<file path="config.mk">
export PLATFORM = sky130hd
export DESIGN_NAME = frame_sequencer
export DESIGN_NICKNAME = d
export VERILOG_FILES = /design/src/rtl/frame_sequencer.sv
export SDC_FILE = /design/constraint.sdc
export NUM_CORES = 1
export LEC_CHECK = 0
export ABC_AREA = 0
export CAP_MARGIN = 20
export CORE_MARGIN = 2
export CORE_UTILIZATION = 45
export CTS_CLUSTER_SIZE = 10
export DETAILED_ROUTE_END_ITERATION = 16
export PLACE_DENSITY = 0.76
export SETUP_SLACK_MARGIN = 0.2
export SLEW_MARGIN = 20
export SYNTH_ARGS = -nofsm -noshare
export SYNTH_HDL_FRONTEND = slang
export SYNTH_SLANG_ARGS = --single-unit
</file>
<file path="constraint.sdc">
create_clock -name clk -period 3.85 [get_ports clk]
set_input_delay 0.77 -clock clk [delete_from_list [all_inputs] [get_ports clk]]
set_output_delay 0.77 -clock clk [all_outputs]
set_load 0.01 [all_outputs]
</file>
<file path="src/rtl/frame_sequencer.sv">
// frame_sequencer: frame-level controller for the pixel sensor datapath.
// Steps each frame through ERASE -> EXPOSE -> ADC_RST -> CONVERT -> READ -> DONE
// and drives the pixel array, exposure counter, ADC and readout strobes.
// Optional feature macro: ADC_WATCHDOG_EN (CONVERT timeout and sticky adc_timeout).
module frame_sequencer #(
    parameter int ROWS         = 2,
    parameter int ERASE_CYCLES = 2,
    parameter int READ_CYCLES  = 1,
    parameter int ADC_TIMEOUT  = 255
) (
    input  logic                                  clk,
    input  logic                                  reset,
    input  logic                                  start,
    input  logic                                  continuous,
    input  logic [5:0]                            expose_cycles,
    input  logic                                  expose_finished,
    input  logic                                  adc_finished,
    output logic                                  frame_reset,
    output logic                                  expose_enable,
    output logic                                  adc_reset,
    output logic                                  convert,
    output logic                                  read,
    output logic [((ROWS > 1) ? $clog2(ROWS) : 1)-1:0] read_row,
    output logic                                  frame_done,
    output logic                                  busy,
    output logic                                  adc_timeout,
    output logic [7:0]                            frame_count
);

    localparam int RW = (ROWS > 1) ? $clog2(ROWS) : 1;
    localparam int CMAX_ER = (ERASE_CYCLES > READ_CYCLES) ? ERASE_CYCLES : READ_CYCLES;
`ifdef ADC_WATCHDOG_EN
    localparam int CMAX = (CMAX_ER > ADC_TIMEOUT) ? CMAX_ER : ADC_TIMEOUT;
`else
    localparam int CMAX = CMAX_ER;
`endif
    localparam int CW = (CMAX > 1) ? $clog2(CMAX + 1) : 1;

    localparam logic [2:0] S_IDLE    = 3'd0;
    localparam logic [2:0] S_ERASE   = 3'd1;
    localparam logic [2:0] S_EXPOSE  = 3'd2;
    localparam logic [2:0] S_ADC_RST = 3'd3;
    localparam logic [2:0] S_CONVERT = 3'd4;
    localparam logic [2:0] S_READ    = 3'd5;
    localparam logic [2:0] S_DONE    = 3'd6;

    logic [2:0]    state, state_nxt;
    logic [CW-1:0] cnt, cnt_nxt;
    logic [RW-1:0] row, row_nxt;

    // Next-state logic; the shared counter defaults to 0 so every state entry clears it.
    always_comb begin
        state_nxt = state;
        cnt_nxt   = '0;
        row_nxt   = '0;
        case (state)
            S_IDLE: begin
                if (start) state_nxt = S_ERASE;
            end
            S_ERASE: begin
                if (cnt == CW'(ERASE_CYCLES - 1))
                    state_nxt = (expose_cycles == 6'd0) ? S_ADC_RST : S_EXPOSE;
                else
                    cnt_nxt = cnt + CW'(1);
            end
            S_EXPOSE: begin
                if (expose_finished) state_nxt = S_ADC_RST;
            end
            S_ADC_RST: begin
                state_nxt = S_CONVERT;
            end
            S_CONVERT: begin
                // adc_finished is checked first so a finish on the expiry cycle still succeeds.
                if (adc_finished)
                    state_nxt = S_READ;
`ifdef ADC_WATCHDOG_EN
                else if (cnt == CW'(ADC_TIMEOUT - 1))
                    state_nxt = S_IDLE;
                else
                    cnt_nxt = cnt + CW'(1);
`endif
            end
            S_READ: begin
                row_nxt = row;
                if (cnt == CW'(READ_CYCLES - 1)) begin
                    if (row == RW'(ROWS - 1))
                        state_nxt = S_DONE;
                    else
                        row_nxt = row + RW'(1);
                end else begin
                    cnt_nxt = cnt + CW'(1);
                end
            end
            S_DONE: begin
                state_nxt = (continuous || start) ? S_ERASE : S_IDLE;
            end
            default: state_nxt = S_IDLE;
        endcase
    end

    // State, counter and row registers.
    always_ff @(posedge clk or negedge reset) begin
        if (!reset) begin
            state <= S_IDLE;
            cnt   <= '0;
            row   <= '0;
        end else begin
            state <= state_nxt;
            cnt   <= cnt_nxt;
            row   <= row_nxt;
        end
    end

    // Outputs are decoded from the next state and registered, so they line up with the state register.
    always_ff @(posedge clk or negedge reset) begin
        if (!reset) begin
            frame_reset   <= 1'b0;
            expose_enable <= 1'b0;
            adc_reset     <= 1'b0;
            convert       <= 1'b0;
            read          <= 1'b0;
            read_row      <= '0;
            frame_done    <= 1'b0;
            busy          <= 1'b0;
            frame_count   <= '0;
        end else begin
            frame_reset   <= (state_nxt == S_ERASE);
            expose_enable <= (state_nxt == S_EXPOSE);
            adc_reset     <= (state_nxt == S_ADC_RST);
            convert       <= (state_nxt == S_CONVERT);
            read          <= (state_nxt == S_READ);
            read_row      <= (state_nxt == S_READ) ? row_nxt : '0;
            frame_done    <= (state_nxt == S_DONE);
            busy          <= (state_nxt != S_IDLE);
            if (state_nxt == S_DONE)
                frame_count <= frame_count + 8'd1;
        end
    end

`ifdef ADC_WATCHDOG_EN
    // Sticky watchdog flag: set on a CONVERT abort, cleared by the next accepted start.
    always_ff @(posedge clk or negedge reset) begin
        if (!reset)
            adc_timeout <= 1'b0;
        else if (state == S_CONVERT && state_nxt == S_IDLE)
            adc_timeout <= 1'b1;
        else if (state == S_IDLE && start)
            adc_timeout <= 1'b0;
    end
`else
    assign adc_timeout = 1'b0;
`endif

endmodule

</file>
; ---- Word-level counts from Yosys, hierarchy flattened
; Cells that the tools add are included.
[word_totals]
ff_bits = 22
input_bits = 12
output_inout_bits = 17
wordCells = 49
[classes]
n_addsub = 3
n_eq_ne = 13
n_mux = 16
reduce_logical = 5
[op_table]
columns = op, n
row1 = $pmux 3 s7, 1
row2 = $eq 3x3->1 const B, 6
row3 = $mux 3, 6
row4 = $eq 3x2->1 const B, 4
row5 = $add 8x1->8 const B, 1
row6 = $eq 3x1->1 const B, 2
row7 = $logic_not 6->1, 1
row8 = $mux 1, 6
row9 = $mux 2, 2
row10 = $pmux 2 s2, 1
row11 = $logic_not 3->1, 1
row12 = $reduce_bool 3->1, 1
row13 = $add 2x1->2 const B, 1
row14 = $eq 2x1->1 const B, 1
row15 = $logic_not 2->1, 1
row16 = $add 1x1->1 const B, 1
row17 = $logic_or 1x1->1, 1

; ---- Logic depth before layout (Yosys ltp)
[depth]
ltp_word = 6
mapped_depth = 6
mapped_depth_nobuf = 6

; ---- Least setup slack after synthesis
; OpenSTA, ideal clock, no wires.
[synth_path]
path_type = input port to flip-flop
from = in expose_cycles[1]
to = reg convert
setup_time_ns = 0.123
t_arrival_ns = 1.814
setup_slack_ns = 1.914
stages = 5
path_buffers = 0
path_cell_list = or4_4 o311ai_4 a311oi_4 inv_2 nor2_1
[synth_via]
elab_chain_cells = 5
[synth_lines]
columns = element, line_no
row1 = "start, declared", 15  ; input logic [5:0] expose_cycles,
row2 = $logic_not 6->1, 62  ; state_nxt = (expose_cycles == 6'd0) ? S_ADC_RST : S_EXPOSE;
row3 = $mux 1, 62
row4 = $mux 3, 61  ; if (cnt == CW'(ERASE_CYCLES - 1))
row5 = $pmux 3 s7, 56  ; case (state)
row6 = net state_nxt[0], 47  ; logic [2:0] state, state_nxt;
row7 = $eq 3x3->1, 130  ; convert <= (state_nxt == S_CONVERT);
row8 = "end signal, assigned", 130
row9 = "end, declared", 21  ; output logic convert,
; The timed path passes the listed nets, and every way through them passes these cells.
; A chain may end at the register's enable or synchronous reset.

; ---- Worst setup path after layout
[layout_path]
from = reg frame_count[0]
to = out frame_count[0]
[layout_rtl]
columns = element, line_no
row1 = "start, declared", 27  ; output logic [7:0] frame_count
row2 = "start signal, assigned", 136  ; frame_count <= frame_count + 8'd1;
; No word-level cell between the ends.

==> metrics <==
Clk pwr share approximately 20%; GRT busiest layer met2; Cells after DPL 143; P&R area growth vs syn 32.4%; initial antenna violation count 0; ys async rst share 100%; Synth top cells by count dfrtp_1, nor2_1, xnor2_1; hold crit path type reg2reg; vias per cell around 5.0; yosys warns 0; Synth Flop Type dfrtp_1; routed vias between 700 and 800; TritonCTS clock tree yes; clock buffer count from CTS 3; grt met1 use between 10% and 20%; Synth cell types 33; Die Y roughly 52 µm; CTS Sinks 22; Crit-path slowest cell clkdlybuf4s50_1; min cycle time layout 2.14 ns; hpwl dp 1380 µm; DR WL/cell around 12 µm; Ant. Diodes 0; Critical path buffers and inverters 1; Critical Path AT ~1.4 ns; largest net degree at the start of global routing 23; Logic pwr share 39.4%; top cells by area, synth dfrtp_1, xnor2_1, ha_1; mapped cell area 1030 µm²; IO Pins 29; full die area 2700 µm²; Yosys top cell area share between 50% and 60%; switching share of power 35.3%; final setup skew 0.00906 ns; P_int approximately 0.58 mW; routed wire length 1830 µm; Slew Limit Fails 0; count leader, synth dfrtp_1; vias in the first global route between 700 and 800; Lkg Pwr 0.590 nW; Mapped Cells 92; met3 usage 2.01%; net count reported at finish 136; Die W between 50 and 60 µm; maximum clock rate around 470 MHz; maximum vdd ir drop 0.406 mV; initial DRC count 6; postcts setup bufs 0; Max-Slew Margin vs Limit 37.1%; cell taking the most area after synthesis dfrtp_1; crit share post-route between 50% and 60%; # rows 17; Reg clk slew, reported paths 0.13 ns; max-cap viol count 0; grt ovf 0; DRC viols 0; met2 usage 27.4%; Clock Path Buffers 2; PortBufs 27; CTS Hold Bufs 0; cts repair resizes 0; Max FO, Critical Path 6; EDFF count, synth 0; crit end category output pin; ANT nets after route 0; CP cell instances clkdlybuf4s50_1; Worst path max stage delay approximately 0.6 ns; switching power total 0.315 mW; Starting Density 47.2%; Least-Margin Pin Slew about 0.94 ns; core area 2190 µm²; Clock Tree Root clkbuf_4; flop and latch count out of synthesis 22; gr usage total 15.8%; Worst Setup Path Type reg2out; RSZ-0062 raised after global routing no; Final Setup Violations 0; Sequential Power Share between 40% and 50%; htree depth 1; syn_area_per_cell between 10 and 15 µm²; RD Place Congestion about 0.73; status finished, final reports clean; sequential share of the synthesized area 53.2%; Power Density between 600 and 700 nW/µm²; startpoint types flip-flop; setup TNS 0 ns; Synth Net Count 108; detailed-router iteration count before antenna repair 3; layout cell share with drive strength beyond 1 under 10%; critical path's top delay family buffers and inverters; Skew-Pair Late Insertion Delay 0.30 ns; Worst EP required between 3 and 4 ns; first-pass GRT wire length 3160 µm; Hold Fails Final Rpt 0; Final Non-Filler Cells 147
==> layout make-up <==
cell class / instances / area (µm²)
multi-input combinational: 61 / 443
clock inverter: 1 / 30.0
sequential: 22 / 551
tap: 28 / 35.0
fill: 169 / 821
inverter: 5 / 18.8
clock buffer: 3 / 22.5
timing repair buffer: 27 / 270
==> metal layers <==
metal  share of wire, %  vias up
li1                   -      368
met5                  0        -
met4               0.93        0
met3                3.1        2
met2                 52       12
met1                 44      350
==> cell families after synthesis <==
| logic type | count (synthesis) | synth area share [%] |
|---|---|---|
| adder cells (fa/ha/maj) | 4 | 4.84 |
| buffers and inverters | 9 | 3.99 |
| XOR/XNOR | 8 | 6.77 |
| flip-flops | 22 | 53.2 |
| other | 1 | 0.362 |
| AND/OR/NAND/NOR | 35 | 17.3 |
| AO/OA/AOI/OAI | 10 | 10.5 |
| multiplexers | 3 | 3.02 |
==> through the flow <==
step           power, mW  hold WS [ns]  worst slack (ns)  utilization [%]  area, µm²
4_1_cts            0.901         0.477              1.70             62.5       1370
6_report           0.891         0.478              1.71             62.5       1370
2_1_floorplan      0.596         0.474              1.91                -       1030
5_1_grt            0.957         0.488              1.66             62.5       1370
3_5_place_dp       0.722         0.456              1.43             60.1       1320
3_3_place_gp       0.706         0.457              1.48             60.1       1320
==> sequential cells by signal, summed over array words and instances, names as in the netlist <==
register	flops
frame_count	8
state	3
cnt	2
adc_reset	1
busy	1
convert	1
expose_enable	1
frame_done	1
frame_reset	1
read	1
read_row	1
row	1
==> cells in the final DEF (no fill, tap or decap), types with 2 or more instances in the layout <==
cell type and count:
nand4_1 3, nand2_1 3, xor2_1 2, nor2_1 12, clkdlybuf4s50_1 27, nor3_1 3
xnor2_1 6, mux2i_1 2, dfrtp_1 22, inv_2 2, ha_1 4, a21oi_1 3
inv_1 3, nand3_1 5, clkbuf_4 3
==> power by group through the flow <==
stage	Sequential [mW]	Combinational (mW)	Clock, mW
global route	0.377	0.393	0.187
finish	0.364	0.351	0.175
detailed placement	0.368	0.354	0
floorplan	0.347	0.249	0
global placement	0.366	0.340	0
CTS	0.365	0.356	0.180
==> final timing paths <==
check | startpoint | endpoint | slack [ns] | depth (start not counted)
worst max-delay path | frame_count[0] | frame_count[0] | 1.71 | 1
worst min register to register | frame_count[7] | frame_count[7] | 0.48 | 1
min in group asynchronous | reset | frame_count[3] | 0.97 | 1
worst min-delay path | frame_count[7] | frame_count[7] | 0.48 | 1
worst max register to register | state[2] | frame_count[1] | 2.22 | 3
max in group asynchronous | reset | cnt[1] | 2.30 | 1
(Power assumes the default switching activity.)
